**config.mk**
```make
export PLATFORM = sky130hd
export DESIGN_NAME = systolic_skew_feeder
export DESIGN_NICKNAME = d
export VERILOG_FILES = /design/src/rtl/systolic_skew_feeder.sv
export SDC_FILE = /design/constraint.sdc
export NUM_CORES = 2
export LEC_CHECK = 0
export ABC_AREA = 1
export CAP_MARGIN = 20
export CORE_MARGIN = 2
export CORE_UTILIZATION = 52
export DETAILED_ROUTE_END_ITERATION = 7
export DONT_BUFFER_PORTS = 1
export PLACE_DENSITY = 0.72
export SLEW_MARGIN = 20
export SYNTH_ARGS = -nofsm -noshare
export SYNTH_HDL_FRONTEND = slang
export SYNTH_SLANG_ARGS = --single-unit
```
**constraint.sdc**
```tcl
create_clock -name clk -period 7.8 [get_ports clk]
set_input_delay 1.17 -clock clk [delete_from_list [all_inputs] [get_ports clk]]
set_output_delay 1.17 -clock clk [all_outputs]
set_load 0.03 [all_outputs]
```
**src/rtl/systolic_skew_feeder.sv**
```systemverilog
// -----------------------------------------------------------------------------
// systolic_skew_feeder
//
// Edge feeder for an N x N output-stationary systolic multiply array. Holds N
// rows of A (N x K) and N columns of B (K x N). During a run it drives the
// array's west edge (one A lane per row) and north edge (one B lane per
// column). Lane i is delayed by i cycles, so PE(i,j) sees A[i][k] and B[k][j]
// in the same cycle. Lanes are zero outside their data window. A one-cycle
// `done` pulse marks the point where every psum in the array is final.
// Assumes N >= 2.
//
// Ports
//   clk, rst_n      clock (rising edge), asynchronous active-low reset
//   ld_valid/ready  buffer write handshake; ld_ready is high only in IDLE
//   ld_sel          0 = A buffer, 1 = B buffer
//   ld_lane, ld_k   row i (A) / column j (B), and inner index k
//   ld_data         operand written to the selected buffer word
//   start, k_len    run request and inner dimension, sampled in IDLE only
//   a_edge, b_edge  skewed lanes, lane i at bits [i*DATA_WIDTH +: DATA_WIDTH]
//   busy            run in progress (FEED or DRAIN)
//   done            one-cycle pulse, array psums are final
//   cfg_err         one-cycle pulse, start rejected because of k_len
// -----------------------------------------------------------------------------
module systolic_skew_feeder #(
  parameter int N          = 4,
  parameter int DATA_WIDTH = 16,
  parameter int K_MAX      = 16,
  parameter int KW         = $clog2(K_MAX + 1)
) (
  input  logic                    clk,
  input  logic                    rst_n,
  input  logic                    ld_valid,
  output logic                    ld_ready,
  input  logic                    ld_sel,
  input  logic [$clog2(N)-1:0]    ld_lane,
  input  logic [$clog2(K_MAX)-1:0] ld_k,
  input  logic [DATA_WIDTH-1:0]   ld_data,
  input  logic                    start,
  input  logic [KW-1:0]           k_len,
  output logic [N*DATA_WIDTH-1:0] a_edge,
  output logic [N*DATA_WIDTH-1:0] b_edge,
  output logic                    busy,
  output logic                    done,
  output logic                    cfg_err
);

  localparam int DW  = DATA_WIDTH;
  localparam int LW  = $clog2(N);
  localparam int KIW = $clog2(K_MAX);
  // t peaks at k_len + 2N - 2, which is below K_MAX + 2N.
  localparam int TW  = $clog2(K_MAX + 2 * N);

  typedef enum logic [1:0] {S_IDLE, S_FEED, S_DRAIN, S_DONE} state_e;

  state_e            state_q;
  logic [TW-1:0]     t_q;
  logic [KW-1:0]     klen_q;
  logic [N*DW-1:0]   a_edge_q, b_edge_q;
  logic              busy_q, done_q, cfg_err_q, ld_ready_q;

  logic [DW-1:0]     a_buf [N][K_MAX];
  logic [DW-1:0]     b_buf [N][K_MAX];

  logic              ld_k_ok, ld_fire, start_ok;
  logic [TW-1:0]     t_nxt, feed_last, drain_last;
  logic [KW-1:0]     klen_nxt;
  logic [N*DW-1:0]   a_edge_d, b_edge_d;

  // When K_MAX is a power of two every ld_k value addresses a real word.
  if ((1 << KIW) == K_MAX) begin : g_k_full
    assign ld_k_ok = 1'b1;
  end else begin : g_k_part
    assign ld_k_ok = (ld_k < KIW'(K_MAX));
  end

  assign ld_fire  = ld_valid && ld_ready_q && ld_k_ok;
  assign start_ok = (k_len != '0) && (k_len <= KW'(K_MAX));

  // NOTE: operand buffers carry no reset; every word is written before use,
  // and resetting a memory array would turn it into a large flop bank.
  always_ff @(posedge clk) begin
    if (ld_fire) begin
      if (ld_sel) b_buf[ld_lane][ld_k] <= ld_data;
      else        a_buf[ld_lane][ld_k] <= ld_data;
    end
  end

  // Word that lane `lane` carries at cycle t. A write landing on the same edge
  // as start is forwarded, so the run sees the updated buffer at t = 0.
  function automatic logic [DW-1:0] lane_word(input logic          sel,
                                              input logic [LW-1:0] lane,
                                              input logic [TW-1:0] t,
                                              input logic [KW-1:0] klen);
    int k;
    k = int'(t) - int'(lane);
    lane_word = '0;
    if (k >= 0 && k < int'(klen)) begin
      lane_word = sel ? b_buf[lane][KIW'(k)] : a_buf[lane][KIW'(k)];
      if (ld_fire && ld_sel == sel && ld_lane == lane && int'(ld_k) == k)
        lane_word = ld_data;
    end
  endfunction

  // Edge values for the cycle after the coming edge; registered below.
  // NOTE: every signal gets a default before any conditional assignment so
  // no path leaves it unassigned, which would otherwise infer a latch.
  always_comb begin
    t_nxt    = (state_q == S_IDLE) ? '0 : t_q + TW'(1);
    klen_nxt = (state_q == S_IDLE) ? k_len : klen_q;
    a_edge_d = '0;
    b_edge_d = '0;
    for (int i = 0; i < N; i++) begin
      a_edge_d[i*DW +: DW] = lane_word(1'b0, LW'(i), t_nxt, klen_nxt);
      b_edge_d[i*DW +: DW] = lane_word(1'b1, LW'(i), t_nxt, klen_nxt);
    end
  end

  // Lane N-1 carries its last word at t = k_len+N-2; the last product at
  // PE(N-1,N-1) is consumed at t = k_len+2N-3.
  assign feed_last  = TW'(klen_q) + TW'(N - 2);
  assign drain_last = TW'(klen_q) + TW'(2 * N - 3);

  // NOTE: state is updated with non-blocking assignments so every register
  // samples pre-edge values regardless of statement order.
  always_ff @(posedge clk or negedge rst_n) begin
    if (!rst_n) begin
      state_q    <= S_IDLE;
      t_q        <= '0;
      klen_q     <= '0;
      a_edge_q   <= '0;
      b_edge_q   <= '0;
      busy_q     <= 1'b0;
      done_q     <= 1'b0;
      cfg_err_q  <= 1'b0;
      ld_ready_q <= 1'b1;
    end else begin
      done_q    <= 1'b0;
      cfg_err_q <= 1'b0;
      case (state_q)
        S_IDLE: begin
          if (start) begin
            if (start_ok) begin
              state_q    <= S_FEED;
              t_q        <= '0;
              klen_q     <= k_len;
              busy_q     <= 1'b1;
              ld_ready_q <= 1'b0;
              a_edge_q   <= a_edge_d;
              b_edge_q   <= b_edge_d;
            end else begin
              cfg_err_q <= 1'b1;
            end
          end
        end
        S_FEED: begin
          t_q <= t_nxt;
          if (t_q == feed_last) begin
            state_q  <= S_DRAIN;
            a_edge_q <= '0;
            b_edge_q <= '0;
          end else begin
            a_edge_q <= a_edge_d;
            b_edge_q <= b_edge_d;
          end
        end
        S_DRAIN: begin
          t_q <= t_nxt;
          if (t_q == drain_last) begin
            state_q <= S_DONE;
            busy_q  <= 1'b0;
            done_q  <= 1'b1;
          end
        end
        S_DONE: begin
          state_q    <= S_IDLE;
          ld_ready_q <= 1'b1;
        end
        default: state_q <= S_IDLE;
      endcase
    end
  end

  assign a_edge   = a_edge_q;
  assign b_edge   = b_edge_q;
  assign busy     = busy_q;
  assign done     = done_q;
  assign cfg_err  = cfg_err_q;
  assign ld_ready = ld_ready_q;

endmodule

```
==> impl_metrics.yaml <==
outcome:
  status: "complete, no violations"
run:
  drv_cap: 0
drt:
  wl_per_cell_um: 25.17
  antenna_left: 0
  drtIter0Drc: 9068
  drt_pass1_iterations: 6
  route.detailed.drc: 0
  viasPerCell: 6.023
  wl_um: 256600
  num_vias: 61400
place:
  port_buffers: 0
  dp.cells: 9803
  gp_congestion: 0.9414
  dp_hpwl_um: 139000
  place_ws_ns: 2.754
setup_path:
  worstPathMaxFanout: 78
  worstPathCellList: "inv_1 > ha_1 > inv_2 > nand2_4 > buf_4 > buf_4 > nand2_1 > nand3_1 > a21oi_1 > o21ai_0 > nand2_1 > nand2_1 > nand3_1 > nand2_1"
  cp.arrival_ns: 5.96
  crit_required_ns: 8.60
  worstSetupPathType: "reg2reg"
  start_kind: "flop"
  path_buf_inv: 4
  endpoint_kind: "flop"
  cp_slowest_stage_delay_ns: 0.83
  path_common_cell: "nand2_1"
  slowest_stage: "buf_4"
  cp_top_family: "buffers and inverters"
clock_tree:
  clk_latency_ns: 0.87
  cts_tree: "done"
  cts_root_buf: "clkbuf_16"
  clk_pin_slew_ns: 0.07
  cts_made_buffers: 204
  cts_max_level: 4
  cts_sinks: 2192
  cts_max_path_buffers: 3
  cts_setup_buffers: 0
floorplan:
  initial_core_util_pct: 52.41
  die_x_um: 420.0
  pin_count: 164
  coreArea_um2: 171700
  die_h_um: 420.0
  rows: 152
  die-area_um2: 176400
logic_synthesis:
  synth_area_leader_cell: "edfxtp_1"
  ys_ff_latch: 2192
  synth-main-ff-cell: "edfxtp_1"
  synth_area_leaders: "edfxtp_1, nand2_1, nand3_1, dfrtp_1, nor2_1"
  syn-mean-instance-area_um2: 11.55
  synth_top_area_share_pct: 68.33
  syn_nets: 7854
  synth_cell_types: 40
  netlist_top_cells_count: "nand2_1, edfxtp_1, nand3_1"
  yosysWarnings: 0
  yosysMostFrequentCell: "nand2_1"
  async_flop_share_pct: 6.569
  synth_area_um2: 90000
  netlist_instances: 7792
  synth_edf_count: 2048
  yosysSeqAreaShare_pct: 72.34
power_and_ir_drop:
  p_leak_nw: 35.85
  power_density_nw_per_um2: 447.0
  ir_drop_uv: 574.7
cells_and_area:
  seqCellArea_um2: 65100
  fill_cells: 13320
  stdcell_count: 10200
  final_nets: 7766
  multiInputGateArea_um2: 22290
  area_delta_synth_final_pct: 9.777
  drive_gt1_share_pct: 7.238
grt:
  grt_pass1_wl_um: 376800
  grt_pass1_vias: 57640
  grt_overflow: 0
  grt_start_max_net_pins: 246
  antenna_found_initial: 5
  track_usage_pct: 28.91
sta:
  min_period_ns: 5.162
  tns_ns: 0
  hold_viol_final: 0
  setup_ws_ns: 2.638
  clock_skew_ns: 0.03139
  rsz0062_at_grt: "no"
  max_slew_margin_pct: 7.657
  drv_slew: 0
  setup_violations: 0
  fmax_mhz: 193.7
  worst_pin_slew_ns: 1.385
  period_share_pct: 66.18
hold_path:
  hold_class: "in2async"
-- worst register-to-register path: stages (launching register included) --
cell	delay, ns
dfrtp_1	0.43
inv_1	0.12
ha_1	0.50
inv_2	0.29
nand2_4	0.70
buf_4	0.85
buf_4	0.94
nand2_1	0.17
nand3_1	0.11
a21oi_1	0.07
o21ai_0	0.55
nand2_1	0.10
nand2_1	0.09
nand3_1	0.10
nand2_1	0.09
-- area by class of cell --
cell class                 count  share of cell area (%)
clock buffer                 274                   5.533
multi-input combinational   4965                   22.56
antenna                       10                 0.02533
clock inverter               103                  0.8599
inverter                     148                  0.5749
sequential                  2192                   65.89
timing repair buffer         193                   1.626
tap                         2310                   2.925
-- registers in the layout, summed over array words and instances (netlist names) --
register  count
ld_ready      1
cfg_err       1
klen_q        5
t_q           5
state_q       2
done          1
b_edge       64
b_buf      1024
a_buf      1024
a_edge       64
busy          1
-- cell usage in the layout, fill, tap and decap left out, drive strengths merged, types with 4 or more instances in the layout --
cell type and n:
dfrtp 143, ha 30, edfxtp 2048, nand3b 5
o2bb2ai 24, a21oi 169, buf 193, or2 42
bufinv 10, xor2 12, clkinvlp 4, o21ai 276
inv 156, nor2 403, xnor2 6, diode 10
o22ai 13, a22oi 43, nand4 117, clkinv 81
nand3 1329, o211ai 7, clkbuf 274, nand2 2482
-- power by group --
| group | switching, mW | internal [mW] | leakage (nW) |
|---|---|---|---|
| Combinational | 15.2 | 5.48 | 12.5 |
| Sequential | 0.796 | 13.2 | 20.3 |
| Clock | 4.31 | 5.25 | 3.09 |
-- kinds of logic (layout without fill, tap and decap cells) --
| family | Yosys count | in the layout | share of synthesized area [%] |
|---|---|---|---|
| AND/OR/NAND/NOR | 4380 | 4380 | 20.76 |
| flip-flops | 2192 | 2192 | 72.34 |
| buffers and inverters | 635 | 718 | 3.031 |
| AO/OA/AOI/OAI | 535 | 535 | 3.243 |
| adder cells (fa/ha/maj) | 30 | 30 | 0.4171 |
| XOR/XNOR | 18 | 18 | 0.1919 |
| multiplexers | 2 | 2 | 0.02224 |
| other | 0 | 10 | 0 |
-- metrics by stage --
step / utilization [%] / hold slack, ns / cell area [µm²] / total power [mW]
3_5_place_dp: 53.77 / 0.5646 / 92340 / 34.28
6_report: 57.53 / 0.1273 / 98800 / 44.17
2_1_floorplan: - / 0.5027 / 90000 / 27.67
5_1_grt: 57.52 / 0.1018 / 98790 / 46.32
4_1_cts: 57.49 / 0.08978 / 98730 / 43.82
3_3_place_gp: 53.74 / 0.5356 / 92280 / 34.01
-- per-layer routing --
| layer | share of wire (%) | vias to the layer above | track usage, % |
|---|---|---|---|
| li1 | - | 27150 | - |
| met1 | 37 | 29920 | 38.52 |
| met2 | 46 | 3689 | 44.42 |
| met3 | 10 | 638 | 5.608 |
| met4 | 6.6 | 2 | 16.96 |
| met5 | 0.0055 | - | 0 |
-- timing repair --
action	4_1_cts	5_1_grt
hold endpoints to repair	89	0
hold buffers	3	0
resized for setup	0	0
-- final timing paths --
| check | endpoint | cells past startpoint | slack [ns] | from |
|---|---|---|---|---|
| max | a_edge[38] | 14 | 2.64 | state_q[0] |
| min | b_edge[34] | 1 | 0.13 | rst_n |
| max reg2reg | a_edge[38] | 14 | 2.64 | state_q[0] |
| min reg2reg | state_q[1] | 2 | 0.59 | state_q[1] |
| max in group asynchronous | b_edge[49] | 1 | 7.14 | rst_n |
| min in group clk | a_buf[3][136] | 0 | 0.41 | ld_data[8] |
Note: power is estimated with default switching activity, not from simulation.
